===== config.mk =====
export PLATFORM = sky130hd
export DESIGN_NAME = knn_ctrl
export DESIGN_NICKNAME = d
export VERILOG_FILES = /design/src/rtl/knn_ctrl.sv
export SDC_FILE = /design/constraint.sdc
export NUM_CORES = 1
export LEC_CHECK = 0
export CAP_MARGIN = 20
export CORE_MARGIN = 2
export CORE_UTILIZATION = 50
export CTS_CLUSTER_DIAMETER = 60
export DETAILED_ROUTE_END_ITERATION = 10
export PLACE_DENSITY_LB_ADDON = 0.1
export SKIP_LAST_GASP = 1
export SLEW_MARGIN = 20
export SYNTH_ARGS = -nofsm -noshare
export SYNTH_HDL_FRONTEND = slang
export SYNTH_SLANG_ARGS = --single-unit

===== constraint.sdc =====
create_clock -name clk -period 8.7 [get_ports clk]
set_input_delay 1.74 -clock clk [delete_from_list [all_inputs] [get_ports clk]]
set_output_delay 1.74 -clock clk [all_outputs]
set_load 0.01 [all_outputs]

===== src/rtl/knn_ctrl.sv =====
// knn_ctrl: sequences point RAM reads through the distance core and keeps a sorted K-nearest list
module knn_ctrl #(
  parameter int DATA_W = 32,
  parameter int IDX_W  = 8,
  parameter int K      = 4
) (
  input  logic                  clk,
  input  logic                  rst,
  input  logic                  start,
  input  logic [IDX_W:0]        n_points,
  input  logic [DATA_W-1:0]     test_point,
  output logic                  busy,
  output logic                  done,
  output logic                  mem_ren,
  output logic [IDX_W-1:0]      mem_addr,
  input  logic [DATA_W-1:0]     mem_rdata,
  output logic                  core_en,
  output logic [DATA_W-1:0]     core_A,
  output logic [DATA_W-1:0]     core_B,
  input  logic [DATA_W-1:0]     core_distance,
  output logic [$clog2(K+1)-1:0] nbr_count,
  output logic [K*IDX_W-1:0]    nbr_idx,
  output logic [K*DATA_W-1:0]   nbr_dist
);
  localparam int CW = $clog2(K+1);
  typedef enum logic [2:0] {IDLE, FETCH, LOAD, CALC, DONE} state_t;
  state_t state, state_n;
  logic [IDX_W:0]      n_lat;
  logic [IDX_W-1:0]    i;
  logic [DATA_W-1:0]   tp;
  logic [DATA_W-1:0]   dist_q [K];
  logic [IDX_W-1:0]    idx_q [K];
  logic [CW-1:0]       cnt;
  logic [CW-1:0]       p;
  logic                last;
  assign last      = {1'b0, i} == n_lat - (IDX_W+1)'(1);
  assign busy      = state != IDLE;
  assign done      = state == DONE;
  assign mem_ren   = state == FETCH;
  assign mem_addr  = i;
  assign core_en   = state == LOAD;
  assign core_A    = (state == LOAD) ? mem_rdata : '0;
  assign core_B    = tp;
  assign nbr_count = cnt;
  for (genvar g = 0; g < K; g++) begin : g_pack
    assign nbr_idx[g*IDX_W +: IDX_W]   = idx_q[g];
    assign nbr_dist[g*DATA_W +: DATA_W] = dist_q[g];
  end
  // insertion slot: number of valid entries not farther than the new distance (ties stay ahead)
  always_comb begin
    p = '0;
    for (int j = 0; j < K; j++)
      if (j < int'(cnt) && dist_q[j] <= core_distance) p = p + CW'(1);
  end
  // next-state logic
  always_comb begin
    state_n = state;
    case (state)
      IDLE:    state_n = start ? ((n_points == '0) ? DONE : FETCH) : IDLE;
      FETCH:   state_n = LOAD;
      LOAD:    state_n = CALC;
      CALC:    state_n = last ? DONE : FETCH;
      default: state_n = IDLE;
    endcase
  end
  // state register
  always_ff @(posedge clk or posedge rst)
    if (rst) state <= IDLE;
    else     state <= state_n;
  // scan bookkeeping and sorted neighbour list
  always_ff @(posedge clk or posedge rst) begin
    if (rst) begin
      n_lat <= '0;
      i     <= '0;
      tp    <= '0;
      cnt   <= '0;
      for (int j = 0; j < K; j++) begin
        dist_q[j] <= '0;
        idx_q[j]  <= '0;
      end
    end else if (state == IDLE && start) begin
      n_lat <= n_points;
      tp    <= test_point;
      i     <= '0;
      cnt   <= '0;
    end else if (state == CALC) begin
      if (p < CW'(K)) begin
        for (int j = 0; j < K; j++)
          if (CW'(j) == p) begin
            dist_q[j] <= core_distance;
            idx_q[j]  <= i;
          end
        for (int j = 1; j < K; j++)
          if (CW'(j) > p) begin
            dist_q[j] <= dist_q[j-1];
            idx_q[j]  <= idx_q[j-1];
          end
      end
      if (cnt != CW'(K)) cnt <= cnt + CW'(1);
      if (!last) i <= i + IDX_W'(1);
    end
  end
endmodule


==> metrics, run 1 <==
status=finished, violations left; failing checks=DRC; Seq/Total Area, Yosys=40.3%; Slowest cell on crit path=a2111oi_0; worst hold path depth=2; drt pass-1 iters=8; GR Util met2=48.6%; setup_tns=0 ns; FF-to-FF path depth=17; slowest stage delay, CP=0.66 ns; crit path time final=6.98 ns; CP arrival=7.39 ns; Sink Count=215; Layout Nets=1810; Final Hold Viols=0; Setup crit start kind=primary input; initial core utilization=51.1%; Residual DRC=15; Root Buffer=clkbuf_16; vias in the first global route=11000; Die Y=167 um; fillers=2068; Peak VDD IR=457 uV; async set or reset register ratio after synthesis=100%; Final ANT Viol Nets=0; Most used DFF post-synth=dfrtp_1; Required @ worst endpoint=9.11 ns; vias post-DR=10800; most frequent cells in the layout=346 x clkdlybuf4s50_1, 215 x dfrtp_1, 137 x ha_1, 83 x mux2i_1, 80 x a21oi_1; area leader, netlist=dfrtp_1; most common cell after layout, fill and taps aside=clkdlybuf4s50_1; syn_area_per_cell=10.8 sq um; Top Family by Delay on Critical Path=compound AO/OA/AOI/OAI gates; initial antenna violation count=1; Skew-Pair Late Insertion Delay=0.54 ns; Post-synth EDFFs=0; Setup Skew=0.00987 ns; CP max FO=27; Fmax=0.143 GHz; half-perimeter wire length after placement=29500 um; path length in cells of the critical path=19; Setup violations, final=0; hold crit path type=reg2reg; GRT Total Usage=27.9%; Final period util=80.2%; dpl cell area=0.0171 sq mm; cell mode on critical path=ha_1; synthesized netlist cell count=1232; grt ovf=0; Avg WL per Cell=20.4 um; fraction of layout cells with a size suffix above 1=11.7%; leakage=8.42 nW; initial drt markers=761; Layout area overhead=35.1%; CTS Buf Count=27; CP Capture Type=flip-flop; met3 Track Usage GR=6.48%; CTS tree=built; Synth area leaders=dfrtp_1 40%, ha_1 13%, mux2i_1 6.2%, mux2_2 5.7%, mux2_4 4.5%; first-pass GRT wire length=62200 um; clock slew at reported path FFs=0.06 ns; WL final=39200 um; Synth Cell Area=0.0134 sq mm; Core Area=0.0261 sq mm; CP Class=in2reg; GPL Wtd Cong=0.894; Worst Path Buf+Inv=3; Port Buf Inserts=346; Rows=59; Core Util, Final=69.0%; Yosys reg bits=215; Die X=167 um; Mapped Nets=1477; max-cap violation count=0; Die ar.=0.0280 sq mm; Post-CTS Setup Bufs=0; Final Slew Violations=0; post-route design area=0.0180 sq mm; P per Cell Area=433 mW/mm^2; Worst Tran Pin Value=1.10 ns; # IOs=347; H-tree Lvls=1; GRT busiest layer=met2; met1 Use GR=35.0%; Rel. slew slack=26.6%; area share of the largest cell type after synthesis=40.3%; Post-CTS Resized=0; CTS Buffer Depth=3; Cell variety after synth=67; Hold-fix buffers, CTS=0; unrepaired setup endpoints after global routing=no; cells along the critical path=clkdlybuf4s50_1, inv_1, ha_1, a21o_1, a21o_1, a21oi_1, o21ai_0, a2111oi_0, nand4b_1, a41oi_1, ha_1, xnor2_1, ha_1, or3_1, a21oi_1, nor3_1, o21ai_4, buf_12, mux2_2; Yosys warning total=0; Vias/cell=5.62; largest net degree at the start of global routing=87
==> report_power, final <==
part / total [mW] / internal (mW) / switching, mW
Combinational: 4.63 / 2.41 / 2.21
Sequential: 2.04 / 1.49 / 0.554
Clock: 1.13 / 0.692 / 0.440
Total: 7.80 / 4.60 / 3.20
==> per-layer routing <==
metal / share of wire [%] / wire length (um)
met5: 0 / 0
met4: 2.7 / 1080
met3: 6.6 / 2580
met2: 49 / 19100
met1: 42 / 16500
==> registers in the layout, summed over array words and instances, names as in the netlist <==
register,cells
core_B,32
mem_addr,8
n_lat,9
nbr_count,3
nbr_dist,128
nbr_idx,32
state,3
==> layout make-up <==
type                       instances  area [sq um]  area share [%]
inverter                          47           184            1.02
antenna                            1          2.50          0.0139
tap                              335           419            2.32
clock buffer                      40           795            4.41
sequential                       215          5380            29.8
timing repair buffer             359          3590            19.9
multi-input combinational        915          7550            41.9
clock inverter                     9           113           0.624
==> synthesized netlist by cell type, types with 10 or more instances <==
| cell | n |
|---|---|
| clkbuf_1 | 29 |
| nor3_1 | 14 |
| inv_1 | 47 |
| o21ai_0 | 68 |
| o211ai_1 | 10 |
| nand2_1 | 71 |
| a21oi_1 | 80 |
| mux2i_1 | 83 |
| xnor2_1 | 11 |
| buf_2 | 14 |
| nand3_1 | 13 |
| nand4_1 | 34 |
| dfrtp_1 | 215 |
| and2_1 | 32 |
| ha_1 | 137 |
| mux2_2 | 68 |
| nor2b_1 | 12 |
| mux2_4 | 40 |
| nor2_1 | 73 |
| mux2_1 | 47 |
| a21o_1 | 22 |
==> through the flow <==
stage	setup slack [ns]	hold WS [ns]	cells	total power, mW
floorplan	1.08	0.528	1232	4.79
global placement	1.34	0.484	1871	6.58
detailed placement	1.21	0.494	1871	6.69
CTS	1.74	0.510	1920	7.85
global route	1.19	0.527	1921	8.32
finish	1.72	0.502	1921	7.80
==> worst min-delay path: stages (launching register included) <==
cell     delay (ns)
dfrtp_1        0.36
nand2_1        0.05
o21ai_0        0.06
==> cell families after synthesis <==
kind of cell / Yosys count / share of synthesized area, %
flops: 215 / 40.3
mux: 239 / 20.6
fa+ha+maj: 137 / 12.8
xor+xnor: 18 / 1.18
buf+inv: 102 / 3.45
simple gates: 295 / 11.3
compound gates: 226 / 10.4
==> worst paths after layout <==
kind / startpoint / endpoint / slack, ns
setup / recovery: core_distance[29] / nbr_dist[68] / 1.72
hold / removal: nbr_idx[15] / nbr_idx[15] / 0.50
setup reg to reg: nbr_dist[61] / nbr_dist[68] / 3.23
hold reg to reg: nbr_idx[15] / nbr_idx[15] / 0.50
max in group asynchronous: rst / nbr_dist[48] / 5.65
min in group asynchronous: rst / core_B[18] / 1.66
Power figures use the tool's default switching activity.
==> run 2: changes to the inputs <==
--- a/config.mk
+++ b/config.mk
@@ -7,7 +7,7 @@
 export LEC_CHECK = 0
 export CAP_MARGIN = 20
 export CORE_MARGIN = 2
-export CORE_UTILIZATION = 50
+export CORE_UTILIZATION = 45
 export CTS_CLUSTER_DIAMETER = 60
 export DETAILED_ROUTE_END_ITERATION = 10
 export PLACE_DENSITY_LB_ADDON = 0.1
==> constraint.sdc (replaced) <==
create_clock -name clk -period 5.9 [get_ports clk]
set_input_delay 1.18 -clock clk [delete_from_list [all_inputs] [get_ports clk]]
set_output_delay 1.18 -clock clk [all_outputs]
set_load 0.01 [all_outputs]
==> run 2 against run 1 <==
  * The run now ends clean
  * Sequential share of layout area fell by 1.4 points
  * Sequential cell count did not move
  * Non-clock buffer count rose by 78
  * Setup slack got worse by 1.5 ns
  * Die area rose by 11%
  * Clock skew rose by 0.0073 ns
  * Worst hold slack improved by 0.0017 ns
  * Core utilization fell by 4.6 points
  * Design area rose by 5.0%
  * Combinational power rose by 59%
  * Clock-buffer cell count fell by 1
  * Via count rose by 3.7%
==> metrics, run 2 (same netlist as run 1, synthesis figures left out) <==
initial core utilization=45.4%; Final period util=96.0%; Skew-Pair Late Insertion Delay=0.55 ns; Critical Path Start=core_distance[29]; Layout area overhead=41.8%; CTS tree=built; Top Family by Delay on Critical Path=compound AO/OA/AOI/OAI gates; Post-CTS Setup Bufs=0; Peak VDD IR=459 uV; first-pass GRT wire length=65500 um; fraction of layout cells with a size suffix above 1=16.5%; hold crit path type=reg2reg; CP max FO=21; Rel. slew slack=55.6%; Final Hold Viols=0; H-tree Lvls=1; Worst Tran Pin Value=0.666 ns; Root Buffer=clkbuf_16; cell mode on critical path=ha_1; GRT Total Usage=27.0%; P per Cell Area=639 mW/mm^2; Core Area=0.0294 sq mm; vias in the first global route=11500; crit path time final=5.66 ns; drt pass-1 iters=5; Hold Startpoint=core_B[3]; Residual DRC=0; worst r2r src=nbr_dist[61]; CTS Buf Count=30; Port Buf Inserts=346; Setup Skew=0.0172 ns; Vias/cell=5.42; GPL Wtd Cong=0.907; Setup crit start kind=primary input; Avg WL per Cell=20.4 um; most common cell after layout, fill and taps aside=clkdlybuf4s50_1; status=completed; initial drt markers=435; Final ANT Viol Nets=0; CP Class=in2reg; grt ovf=0; Slowest cell on crit path=clkdlybuf4s50_1; WL final=42100 um; CP arrival=6.10 ns; Fmax=0.177 GHz; vias post-DR=11200; Die X=176 um; slowest stage delay, CP=0.56 ns; Setup violations, final=0; cells along the critical path=clkdlybuf4s50_1, inv_1, ha_1, a21o_1, a21o_1, a21oi_1, o21ai_0, a2111oi_2, buf_4, nand4b_1, a41oi_2, ha_1, xnor2_1, ha_1, xnor2_1, and3_1, a32o_1, o21ai_4, buf_12, mux2_1, mux2_1; CP Capture Type=flip-flop; CTS Buffer Depth=3; Required @ worst endpoint=6.33 ns; dpl cell area=0.0179 sq mm; initial antenna violation count=2; Worst Slack Setup Final=0.235 ns; Die Y=176 um; Die ar.=0.0311 sq mm; most frequent cells in the layout=346 x clkdlybuf4s50_1, 215 x dfrtp_1, 137 x ha_1, 83 x mux2i_1, 80 x a21oi_1; max-cap violation count=0; post-place setup slack=-0.433 ns; Sink Count=215; Worst R2R Setup Slack=1.10 ns; number of flip-flops under the largest register name=128; Rows=63; Layout Nets=1891; leakage=8.90 nW; largest net degree at the start of global routing=103; post-route design area=0.0189 sq mm; # IOs=347; half-perimeter wire length after placement=32100 um; Final Slew Violations=0; clock slew at reported path FFs=0.06 ns; Worst Path Buf+Inv=4; Tot Pwr=12.1 mW
run 2: changes by cell type in the layout (fill, tap and decap cells not counted), moves of 3 or more:
cell / before / now
clkinv_2: 3 / 9
buf_12: 2 / 15
buf_4: 11 / 76
clkbuf_16: 27 / 31
clkbuf_1: 6 / 3
clkinvlp_4: 0 / 3
run 2: path summary, 6_finish.rpt:
kind	to	cells after the start
setup / recovery	nbr_idx[19]	21
hold / removal	core_B[3]	1
setup reg to reg	nbr_idx[19]	19
hold reg to reg	core_B[3]	1
max in group asynchronous	nbr_dist[110]	3
min in group asynchronous	nbr_idx[1]	2
run 2: power breakdown:
group	switching (mW)	leakage, nW	internal (mW)
registers	0.819	2.64	2.20
logic	3.41	5.77	3.93
clock network	0.711	0.485	1.03
run 2: final cells by class:
| cell class | instances | area, sq um |
|---|---|---|
| Fill cell | 2388 | 10500 |
| Multi-Input combinational cell | 915 | 7570 |
| Sequential cell | 215 | 5380 |
| Timing Repair Buffer | 437 | 4330 |
| Clock buffer | 39 | 856 |
| Tap cell | 390 | 488 |
| Inverter | 47 | 180 |
| Clock inverter | 17 | 115 |
| Antenna cell | 2 | 5.00 |
run 2: per-stage QoR:
| stage | hold slack [ns] | cells | setup TNS, ns | util (%) |
|---|---|---|---|---|
| floorplan | 0.528 | 1232 | 0 | - |
| global placement | 0.487 | 2004 | -29.98 | 61.0 |
| detailed placement | 0.497 | 2004 | -36.75 | 61.0 |
| CTS | 0.509 | 2060 | 0 | 64.3 |
| global route | 0.517 | 2062 | -0.122 | 64.4 |
| finish | 0.504 | 2062 | 0 | 64.4 |
run 2: what timing repair did:
action | CTS | global route
gates resized for setup | 0 | 3
endpoints found under the setup margin | 0 | 80
hold endpoints to repair | 0 | 0
hold buffers | 0 | 0
run 2: routing by layer:
metal,part of all wire (%),global-route usage [%],vias to the layer above
li1,-,-,5320
met1,40,32.6,5463
met2,50,47.1,339
met3,7.3,6.91,61
met4,2.6,8.26,0
met5,0,0,-
